==> src/rtl/led_status_pkg.sv <==
// Shared types for the RGB status LED controller: channel states, colour
// constants and the state-to-colour mapping used by every channel.
package led_status_pkg;

    typedef enum logic [2:0] {
        IDLE     = 3'd0,
        ARMED    = 3'd1,
        DETECTED = 3'd2,
        PICKED   = 3'd3,
        DONE     = 3'd4
    } chan_state_e;

    // Colours are packed {r, g, b}.
    localparam logic [2:0] OFF   = 3'b000;
    localparam logic [2:0] RED   = 3'b100;
    localparam logic [2:0] GREEN = 3'b010;
    localparam logic [2:0] BLUE  = 3'b001;
    localparam logic [2:0] WHITE = 3'b111;

    function automatic logic [2:0] state_rgb(input chan_state_e st, input logic phase);
        logic [2:0] rgb;
        rgb = OFF;
        case (st)
            ARMED:    rgb = RED;
            DETECTED: rgb = BLUE;
            PICKED:   rgb = phase ? BLUE : OFF;
            DONE:     rgb = GREEN;
            default:  rgb = OFF;
        endcase
        return rgb;
    endfunction

endpackage

==> src/rtl/led_status_ctrl_chan.sv <==
// Per-unit fault-progress FSM. Bot events only count while this unit owns
// the fault; dropping ownership freezes the state rather than rewinding it.
module led_chan_fsm
    import led_status_pkg::*;
(
    input  logic        clk,
    input  logic        rst,
    input  logic        unit_fault,
    input  logic        fault_detect,
    input  logic        block_picked,
    input  logic        object_drop,
    output chan_state_e state
);

    chan_state_e state_d;
    chan_state_e state_q;

    // One transition per cycle; object_drop outranks the other events.
    always_comb begin
        state_d = state_q;
        if (unit_fault) begin
            case (state_q)
                IDLE:     state_d = ARMED;
                ARMED:    if (object_drop)       state_d = DONE;
                          else if (fault_detect) state_d = DETECTED;
                DETECTED: if (object_drop)       state_d = DONE;
                          else if (block_picked) state_d = PICKED;
                PICKED:   if (object_drop)       state_d = DONE;
                default:  state_d = state_q;
            endcase
        end
    end

    always_ff @(posedge clk) begin
        if (rst) state_q <= IDLE;
        else     state_q <= state_d;
    end

    assign state = state_q;

endmodule

==> src/rtl/led_status_ctrl.sv <==
// N-channel RGB status LED driver: per-unit channel colours with global
// run-complete green blink and retriggerable node white flash overlays.
module led_status_ctrl
    import led_status_pkg::*;
#(
    parameter int N_LEDS       = 3,
    parameter int BLINK_HALF   = 3125000,
    parameter int FLASH_CYCLES = 312500
) (
    input  logic              clk_3125KHz,
    input  logic              rst,
    input  logic [N_LEDS-1:0] unit_fault,
    input  logic              fault_detect,
    input  logic              block_picked,
    input  logic              object_drop,
    input  logic              node_flag,
    input  logic              run_complete,
    output logic [N_LEDS-1:0] led_r,
    output logic [N_LEDS-1:0] led_g,
    output logic [N_LEDS-1:0] led_b
);

    localparam int BW = (BLINK_HALF > 1) ? $clog2(BLINK_HALF) : 1;
    localparam int FW = $clog2(FLASH_CYCLES + 1);
    localparam logic [BW-1:0] BLINK_LAST = BW'(BLINK_HALF - 1);
    localparam logic [FW-1:0] FLASH_LOAD = FW'(FLASH_CYCLES);

    chan_state_e       chan_state [N_LEDS];
    logic [N_LEDS-1:0] chan_r, chan_g, chan_b;

    logic [BW-1:0]     blink_cnt_d, blink_cnt_q;
    logic              blink_phase_d, blink_phase_q;
    logic [FW-1:0]     flash_cnt_d, flash_cnt_q;
    logic              run_done_d, run_done_q;
    logic [N_LEDS-1:0] led_r_d, led_r_q;
    logic [N_LEDS-1:0] led_g_d, led_g_q;
    logic [N_LEDS-1:0] led_b_d, led_b_q;

    for (genvar i = 0; i < N_LEDS; i++) begin : g_chan
        logic [2:0] rgb;

        led_chan_fsm u_fsm (
            .clk          (clk_3125KHz),
            .rst          (rst),
            .unit_fault   (unit_fault[i]),
            .fault_detect (fault_detect),
            .block_picked (block_picked),
            .object_drop  (object_drop),
            .state        (chan_state[i])
        );

        assign rgb       = state_rgb(chan_state[i], blink_phase_q);
        assign chan_r[i] = rgb[2];
        assign chan_g[i] = rgb[1];
        assign chan_b[i] = rgb[0];
    end

    always_comb begin
        blink_cnt_d   = blink_cnt_q + BW'(1);
        blink_phase_d = blink_phase_q;
        if (blink_cnt_q == BLINK_LAST) begin
            blink_cnt_d   = '0;
            blink_phase_d = ~blink_phase_q;
        end

        // A retrigger simply reloads, stretching the flash.
        flash_cnt_d = flash_cnt_q;
        if (node_flag)               flash_cnt_d = FLASH_LOAD;
        else if (flash_cnt_q != '0)  flash_cnt_d = flash_cnt_q - FW'(1);

        run_done_d = run_done_q | run_complete;
    end

    // Output mux works from registered state, giving the one-cycle output lag.
    always_comb begin
        led_r_d = chan_r;
        led_g_d = chan_g;
        led_b_d = chan_b;
        if (run_done_q) begin
            led_r_d = '0;
            led_g_d = {N_LEDS{blink_phase_q}};
            led_b_d = '0;
        end else if (flash_cnt_q != '0) begin
            led_r_d = '1;
            led_g_d = '1;
            led_b_d = '1;
        end
    end

    always_ff @(posedge clk_3125KHz) begin
        if (rst) begin
            blink_cnt_q   <= '0;
            blink_phase_q <= 1'b0;
            flash_cnt_q   <= '0;
            run_done_q    <= 1'b0;
            led_r_q       <= '0;
            led_g_q       <= '0;
            led_b_q       <= '0;
        end else begin
            blink_cnt_q   <= blink_cnt_d;
            blink_phase_q <= blink_phase_d;
            flash_cnt_q   <= flash_cnt_d;
            run_done_q    <= run_done_d;
            led_r_q       <= led_r_d;
            led_g_q       <= led_g_d;
            led_b_q       <= led_b_d;
        end
    end

    assign led_r = led_r_q;
    assign led_g = led_g_q;
    assign led_b = led_b_q;

endmodule

==> config.mk <==
export PLATFORM = sky130hd
export DESIGN_NAME = led_status_ctrl
export DESIGN_NICKNAME = d
export VERILOG_FILES = /design/src/rtl/led_status_pkg.sv /design/src/rtl/led_status_ctrl_chan.sv /design/src/rtl/led_status_ctrl.sv
export SDC_FILE = /design/constraint.sdc
export NUM_CORES = 1
export LEC_CHECK = 0
export CAP_MARGIN = 40
export CORE_MARGIN = 2
export CORE_UTILIZATION = 45
export CTS_BUF_LIST = sky130_fd_sc_hd__clkbuf_8
export DETAILED_ROUTE_END_ITERATION = 8
export RECOVER_POWER = 50
export SLEW_MARGIN = 15
export SYNTH_ARGS = -nofsm -noshare
export SYNTH_HDL_FRONTEND = slang
export SYNTH_SLANG_ARGS = --single-unit
==> constraint.sdc <==
create_clock -name clk_3125KHz -period 4.35 [get_ports clk_3125KHz]
set_input_delay 0.6525 -clock clk_3125KHz [delete_from_list [all_inputs] [get_ports clk_3125KHz]]
set_output_delay 0.6525 -clock clk_3125KHz [all_outputs]
set_load 0.05 [all_outputs]
### Word-level counts from Yosys, hierarchy flattened

Cells that the tools add are included.

| operators by class | value |
|---|---|
| multipliers | 0 |
| reductions and logical operators | 14 |
| order comparisons | 0 |
| bitwise gates (word level) | 2 |
| eq/ne operators | 22 |
| $add $sub $neg | 2 |
| shift-type cells | 0 |
| mux-type cells | 18 |
| div/mod/pow operators | 0 |

Operators by type and width:

| operator | number |
|---|---|
| $pmux 3 s4 | 6 |
| $mux 19 | 2 |
| $mux 3 | 9 |
| $add 22x1->22 const B | 1 |
| $eq 22x22->1 const B | 1 |
| $reduce_bool 19->1 | 1 |
| $sub 19x1->19 const B | 1 |
| $eq 3x2->1 const B | 6 |
| $ne 3x3->1 const B | 6 |
| $reduce_and 5->1 | 3 |
| $reduce_bool 4->1 | 3 |
| $eq 3x1->1 const B | 3 |
| $eq 3x3->1 const B | 3 |
| $logic_not 3->1 | 3 |
| $ne 2x2->1 const B | 3 |
| $reduce_or 2->1 | 3 |
| $reduce_bool 2->1 | 1 |
| $mux 1 | 1 |
| $not 1->1 | 1 |
| $or 1x1->1 | 1 |

| storage, ports and cells | value |
|---|---|
| bits in registers | 61 |
| bits in latches | 0 |
| RAM bits | 0 |
| bits in read-only memories | 0 |
| logic and storage cells | 69 |
| memories kept | 0 |
| bits of input ports | 10 |
| output and inout port bits | 9 |

### Longest topological paths before layout

Gate-level depths: netlist of the first run.

| depth | value |
|---|---|
| depth after elaboration | 4 |
| gate-level depth with buffers | 7 |
| gate-level depth less buffers | 6 |

### By module

Synthesis of the first run repeated with hierarchy kept, for this count alone.

| unflattened totals | value |
|---|---|
| cells, all modules | 344 |
| area, all modules | 3,037.9 µm² |

By module, submodules not included:

| module | sequential area each (µm²) | area an instance (µm²) | cells an instance | instances |
|---|---|---|---|---|
| led_status_ctrl | 1,041.0 | 2,557.5 | 293 | 1 |
| led_chan_fsm | 60.1 | 160.2 | 17 | 3 |

### Worst setup path after synthesis of the first run

No wires, ideal clock.

| timing | value |
|---|---|
| path kind | register -> register |
| from | register blink_cnt_q[0] |
| to | register blink_cnt_q[18] |
| data arrival time | 1.808 ns |
| library setup time | 0.070 ns |
| buffers on the path | 1 |
| cell stages (with the launch flop) | 7 |
| slack | 2.472 ns |
| clock period less this slack | 1.878 ns |
| required time | 4.280 ns |
| cell sequence | dfxtp_1 ha_1 nand2_1 or4_1 buf_2 or4_1 a21oi_1 |

| on the way | value |
|---|---|
| longest elaborated chain between the ends | 2 |
| elaborated cells on any way between the ends | 3 |
| classes of those cells | add/sub (1); eq/ne (1); reduce/logical (1) |

Ends and longest elaborated chain:

| item | RTL line | RTL |
|---|---|---|
| from (decl) | led_status_ctrl.sv:31 | `logic [BW-1:0] blink_cnt_d, blink_cnt_q;` |
| from (signal assigned) | led_status_ctrl.sv:100 | `blink_cnt_q <= blink_cnt_d;` |
| parallel branches: the longest is 2 deep, another holds $add 22x1->22 | - |  |

Several ways; the timed one is not identified.
A chain may end at the register's enable or synchronous reset.

### Worst setup path in the final report of the first run

| timing | value |
|---|---|
| from | input rst |
| to | register flash_cnt_q[12] |

| on the way | value |
|---|---|
| longest elaborated chain between the ends | 1 |

Ends and longest elaborated chain:

| item | RTL line | RTL |
|---|---|---|
| from (decl) | led_status_ctrl.sv:11 | `input logic rst,` |
| $reduce_or 2->1 (no source line) | - |  |
| to (signal assigned) | led_status_ctrl.sv:102 | `flash_cnt_q <= flash_cnt_d;` |
| to (decl) | led_status_ctrl.sv:33 | `logic [FW-1:0] flash_cnt_d, flash_cnt_q;` |

Every way passes these cells.

==> key figures, run 1 <==
Outcome
  • Status: completed

Worst setup path
  • Worst R2R End: flash_cnt_q[16]
  • R2r startpoint: flash_cnt_q[0]
  • R2R depth: 6
  • Critical path arrival: 2680 ps
  • Worst setup path category: in -> reg
  • Crit-path max FO: 21
  • CP startpoint kind: input pin
  • R2R Setup Slk: 1890 ps
  • Crit path capture type: flop
  • Data required, critical path: 4560 ps

GRT
  • First-pass GRT wire length: approximately 10000 um
  • GRT overflow: 0
  • Total GRT Usage: 0.184
  • Largest net degree at the start of global routing: 23
  • Initial antenna violation count: 0
  • Vias in the first global route: between 2000 and 2500

Clock network
  • CTS resizes: 0
  • Htree depth: 3
  • Post-CTS Setup Repair Bufs: 0
  • CTS root buf: clkbuf_8
  • Skew-Pair Late Insertion Delay: around 340 ps
  • Clk sinks: 61
  • Clock buffer depth: 2
  • CTS buffer count: 9
  • TritonCTS clock tree: done
  • Worst-path clk slew: 70 ps
  • # hold bufs at CTS: 0

Logic synthesis
  • Post-Syn Instances: 338
  • Synthesized area: 0.00286 mm2
  • Syn_nets: 350
  • Adder-cell share of the synthesized area: 0.00875
  • Post-synth top area share: 0.427
  • Post-synth EDFFs: 0
  • Main synth FF type: dfxtp_1
  • Largest cells by area after synthesis: dfxtp_1 43%, a21oi_1 5.6%, nor2_1 3.1%
  • Mux contribution to synthesized area: 0.0105
  • Compound-gate portion of the synthesized area: 0.199
  • Post-synthesis cell type count: 50
  • Async set-reset flop share out of synthesis: 0
  • Leading area contributor after synthesis: dfxtp_1
  • Main combinational cell family by area after synthesis: simple AND/OR/NAND/NOR gates
  • Synth warn: 0
  • Seq cells post-synth: 61
  • Synth Area in XOR/XNOR: 0.0337
  • Sequential fraction of the synthesis area: 0.427
  • Synthesized area per cell: 8.47 um2
  • Simple-gate portion of the synthesized area: 0.267

Drt
  • DRT Pass-1 Iters: 4
  • DR WL met3: 225 um
  • DR WL met2: 2760 um
  • DR top layer: met4
  • ANT nets after route: 0
  • Routed vias/inst: 5.80
  • Routed len/inst: about 14 um
  • Met1 wire length: 2930 um
  • Drt total wl: 6000 um
  • DRC violations left: 0
  • Routed vias: 2522
  • DR iter-0 viols: 103

Timing
  • Max Slew Vio Count: 0
  • Max_slew headroom: 0.351
  • Fin Hold WS: ~460 ps
  • Final period utilization: 0.566
  • Fmax: 0.406 GHz
  • Pin slew with the least headroom to its limit: 974 ps
  • Hold Fails Final Rpt: 0
  • RSZ-0062 raised after global routing: no
  • Setup TNS: 0 ps
  • Final min period: about 2500 ps
  • Clk_skew: 6.14 ps
  • Final worst setup slack: 1890 ps
  • Final setup vio count: 0

Floorplan
  • IO Count: 19
  • Chip width: ~84 um
  • Die H: 83.7 um
  • Core area: around 0.0062 mm2
  • Initial Util: 0.459
  • Num rows: 29
  • Total Die Area: 0.00701 mm2

Finish
  • ANT cells: 0
  • Nets: around 370
  • Area delta synth->final: 14.2%
  • Most common cell after layout, fill and taps aside: dfxtp_1
  • Commonest cells after routing, fill and taps aside: 61 x dfxtp_1, 32 x a21oi_1, 24 x nor2_1
  • Share of layout cells above drive strength 1: 0.0726

Worst hold path
  • Hold path depth: 1
  • Hold WC Path Type: reg -> reg
  • Hold path start: blink_cnt_q[0]
  • Worst Hold Path EP: blink_cnt_q[0]

Power and ir drop
  • Total chip power: ~1300 uW
  • Cell Pwr Density: roughly 400 mW/mm2
  • Pleak: about 0.0011 uW
  • Worst-case vdd ir drop: 0.227 mV

Placed design
  • Worst slack at placement: roughly 1900 ps
  • IO Port Bufs: 18
  • Final Wtd Congestion: 0.823
  • Detailed placement HPWL: 4130 um

Run
  • Max_cap viols: 0
-- state kept, by name, summed over array words and instances (netlist names) --
name / count
led_g: 3
led_r: 3
run_done_q: 1
blink_phase_q: 1
led_b: 3
g_chan.u_fsm.state: 9
flash_cnt_q: 19
blink_cnt_q: 22
-- layout make-up --
type	count	area, um2
well taps	77	96.3
inverters	19	71.3
clock buffers	9	124
clock inverters	7	82.6
repair buffers	20	188
multi-input cells	242	1480
flip-flops and latches	61	1220
fillers	589	2970
-- how the worst max path moves through the flow --
stage	start	end	cells after the start	slack, ps
floorplan	blink_cnt_q[0]	blink_cnt_q[18]	6	2470
global placement	rst	flash_cnt_q[16]	4	1810
detailed placement	node_flag	flash_cnt_q[5]	5	1910
CTS	flash_cnt_q[0]	flash_cnt_q[16]	6	1900
global route	flash_cnt_q[0]	flash_cnt_q[16]	6	1660
finish	rst	flash_cnt_q[12]	5	1890
-- worst max-delay path, stage by stage --
cell and delay [ps]:
dlygate4sd3_1 690, clkbuf_1 730, nor2_1 290, o311ai_0 200
o41ai_1 130
-- cells by family (layout without fill, tap and decap cells) --
group | count (synthesis) | in the layout
flip-flops | 61 | 61
buffers and inverters | 35 | 55
XOR/XNOR | 11 | 11
AND/OR/NAND/NOR | 137 | 137
adder cells (fa/ha/maj) | 2 | 2
AO/OA/AOI/OAI | 89 | 89
multiplexers | 3 | 3
-- metal layers --
metal	track usage	vias to the layer above
met3	0.0554	8
met1	0.239	1184
met2	0.282	38
li1	-	1292
met4	0.0821	0
met5	0	-
-- stage by stage --
stage	cell area [um2]	instances	util
final	3270	435	0.523
after global placement	3060	418	0.490
after floorplan	2860	338	-
after global routing	3270	435	0.523
after detailed placement	3080	419	0.493
after CTS	3280	435	0.526
-- report_power, final --
part           internal, uW  total, uW  leakage, uW  switching (uW)
registers               585        612     0.000500            26.1
clock network           315        529     0.000115             214
logic                  62.2        167     0.000444             105
total                   963       1310      0.00106             345
-- synthesized netlist by cell type (2+ instances only) --
cell	count
o21ai_1	4
nand3_1	13
nand4_1	7
a21o_1	2
o31ai_1	9
a21oi_1	32
nor4_1	7
nand2_1	19
buf_1	2
inv_1	19
nor3_1	16
xnor2_1	9
a211oi_1	3
a221oi_1	3
o311a_1	2
xor2_1	2
or3_1	14
buf_6	3
or4_1	10
nor4b_1	2
ha_1	2
o41ai_1	4
o21ai_0	12
clkbuf_1	9
mux2i_1	3
nor2b_1	4
a2111oi_0	2
a311oi_1	5
nand3_2	2
dfxtp_1	61
nor2_1	24
o211ai_1	6
o22ai_1	2
or2_2	6
nor3b_1	3
No activity file was read; power rests on OpenSTA's default activity.
==> run 2, diff against run 1 <==
--- a/config.mk
+++ b/config.mk
@@ -10,6 +10,7 @@
 export CORE_UTILIZATION = 45
 export CTS_BUF_LIST = sky130_fd_sc_hd__clkbuf_8
 export DETAILED_ROUTE_END_ITERATION = 8
+export PLACE_DENSITY = 0.66
 export RECOVER_POWER = 50
 export SLEW_MARGIN = 15
 export SYNTH_ARGS = -nofsm -noshare
==> constraint.sdc (replaced) <==
create_clock -name clk_3125KHz -period 2.1 [get_ports clk_3125KHz]
set_input_delay 0.315 -clock clk_3125KHz [delete_from_list [all_inputs] [get_ports clk_3125KHz]]
set_output_delay 0.315 -clock clk_3125KHz [all_outputs]
set_load 0.05 [all_outputs]
==> key figures, run 2 (synthesis results as in run 1) <==
Placed design
  • Final Wtd Congestion: approximately 0.86
  • Placed Cells: roughly 430
  • IO Port Bufs: 18
  • Detailed placement HPWL: 4320 um
  • Placed cell areas: approximately 0.0032 mm2

GRT
  • Largest net degree at the start of global routing: 23
  • Vias in the first global route: 2282
  • GRT overflow: 0
  • First-pass GRT wire length: 10600 um
  • Total GRT Usage: 0.185
  • Initial antenna violation count: 0

Clock network
  • CTS root buf: clkbuf_8
  • Post-CTS Setup Repair Bufs: 0
  • Clock buffer depth: 2
  • TritonCTS clock tree: done
  • # hold bufs at CTS: 0
  • Skew-Pair Late Insertion Delay: between 300 and 400 ps
  • CTS buffer count: 9
  • Clk sinks: a little over 60
  • Htree depth: 3
  • Worst-path clk slew: 60 ps
  • CTS resizes: 0

Timing
  • Final min period: 1960 ps
  • Hold Fails Final Rpt: 0
  • Setup TNS: 0 ps
  • RSZ-0062 raised after global routing: no
  • Max Slew Vio Count: 0
  • Final period utilization: 0.933
  • Max_slew headroom: 0.639
  • Final setup vio count: 0
  • Pin slew with the least headroom to its limit: between 500 and 600 ps
  • Fmax: slightly above 0.5 GHz
  • Fin Hold WS: 464 ps
  • Clk_skew: 8.80 ps

Finish
  • FILL cells: 589
  • Final cell count without fillers: 447
  • ANT cells: 0
  • Share of layout cells above drive strength 1: 0.116
  • Max reg flops: 22
  • Design area: 0.00338 mm2
  • Area delta synth->final: 18.1%
  • Most common cell after layout, fill and taps aside: dfxtp_1
  • Largest reg by FF count: blink_cnt_q
  • Nets: 378
  • Commonest cells after routing, fill and taps aside: 61 x dfxtp_1, 32 x a21oi_1, 24 x nor2_1

Worst setup path
  • Critical path arrival: 2230 ps
  • CP startpoint kind: flop
  • CP peak stage delay: 520 ps
  • Crit. Startpoint: flash_cnt_q[0]
  • Crit path capture type: flop
  • Data required, critical path: 2370 ps
  • CP top delay family: compound AO/OA/AOI/OAI gates
  • Worst R2R End: flash_cnt_q[9]
  • R2R Setup Slk: 140 ps
  • R2R depth: 7
  • CP max stage cell: a2111oi_0
  • Crit-path max FO: 6
  • WP buf/inv: 2
  • Worst setup path category: reg -> reg
  • Crit path cell chain: inv_1 -> ha_1 -> or3b_2 -> nor4_2 -> buf_4 -> a2111oi_0 -> mux2i_1
  • R2r startpoint: flash_cnt_q[0]

Drt
  • Routed vias/inst: 5.74
  • Routed vias: 2566
  • Routed len/inst: 13.5 um
  • Drt total wl: slightly above 6000 um
  • DRC violations left: 0
  • DRT Pass-1 Iters: 6
  • DR iter-0 viols: 113
  • ANT nets after route: 0

Power and ir drop
  • Worst-case vdd ir drop: roughly 0.54 mV
  • Cell Pwr Density: between 800 and 900 mW/mm2
  • Pleak: 0.00114 uW

Worst hold path
  • Hold path depth: 1
  • Hold path start: blink_cnt_q[0]
  • Worst Hold Path EP: blink_cnt_q[0]
  • Hold WC Path Type: reg -> reg

Floorplan
  • Initial Util: 0.459
  • Chip width: 83.7 um
  • Core area: 0.00624 mm2
  • IO Count: 19
  • Num rows: 29
  • Total Die Area: 0.00701 mm2
  • Die H: 83.7 um

Run
  • Max_cap viols: 0

Outcome
  • Status: completed
run 2: cell count changes in the layout (fill, tap and decap cells not counted), sizes merged:
cell | before | now
inv | 21 | 19
clkdlybuf4s50 | 14 | 6
buf | 0 | 14
dlygate4sd3 | 4 | 12
run 2: final cells by class:
class,count,area [um2],area share
clock inverter,5,75.1,0.0222
inverter,19,71.3,0.0211
timing repair buffer,33,290,0.0859
tap,77,96.3,0.0285
multi-input combinational,242,1490,0.440
clock buffer,10,138,0.0407
sequential,61,1220,0.361
run 2: how the worst max path moves through the flow:
| stage | end | slack, ps | cells past startpoint |
|---|---|---|---|
| 2_1_floorplan | blink_cnt_q[18] | 220 | 6 |
| 3_3_place_gp | blink_cnt_q[18] | 140 | 5 |
| 3_5_place_dp | blink_cnt_q[18] | 110 | 5 |
| 4_1_cts | blink_cnt_q[18] | 90 | 5 |
| 5_1_grt | blink_cnt_q[19] | 30 | 4 |
| 6_report | flash_cnt_q[9] | 140 | 7 |
run 2: metrics by stage:
stage	worst slack [ps]	power (uW)	utilization
2_1_floorplan	222	1550	-
6_report	140	2770	0.542
4_1_cts	94.6	2800	0.541
5_1_grt	27.5	2890	0.542
3_3_place_gp	143	1660	0.507
3_5_place_dp	110	1670	0.507
run 2: report_power, final:
group	internal [uW]	switching, uW	leakage, uW	total [uW]
Clock	687	441	0.000112	1130
Sequential	1210	51.9	0.000500	1260
Combinational	147	227	0.000528	373
Total	2050	720	0.00114	2770
run 2: layer usage:
layer	track usage	vias up	wire length (um)
li1	-	1310	-
met1	0.248	1203	2950
met2	0.281	45	2790
met3	0.0574	8	238
met4	0.0660	0	76
met5	0	-	0
==> run 3, diff against run 2 <==
--- a/config.mk
+++ b/config.mk
@@ -12,7 +12,7 @@
 export DETAILED_ROUTE_END_ITERATION = 8
 export PLACE_DENSITY = 0.66
 export RECOVER_POWER = 50
-export SLEW_MARGIN = 15
+export SLEW_MARGIN = 20
 export SYNTH_ARGS = -nofsm -noshare
 export SYNTH_HDL_FRONTEND = slang
 export SYNTH_SLANG_ARGS = --single-unit
==> results of run 3 <==
The final DEF is identical to that of run 2; final timing and power are the same.
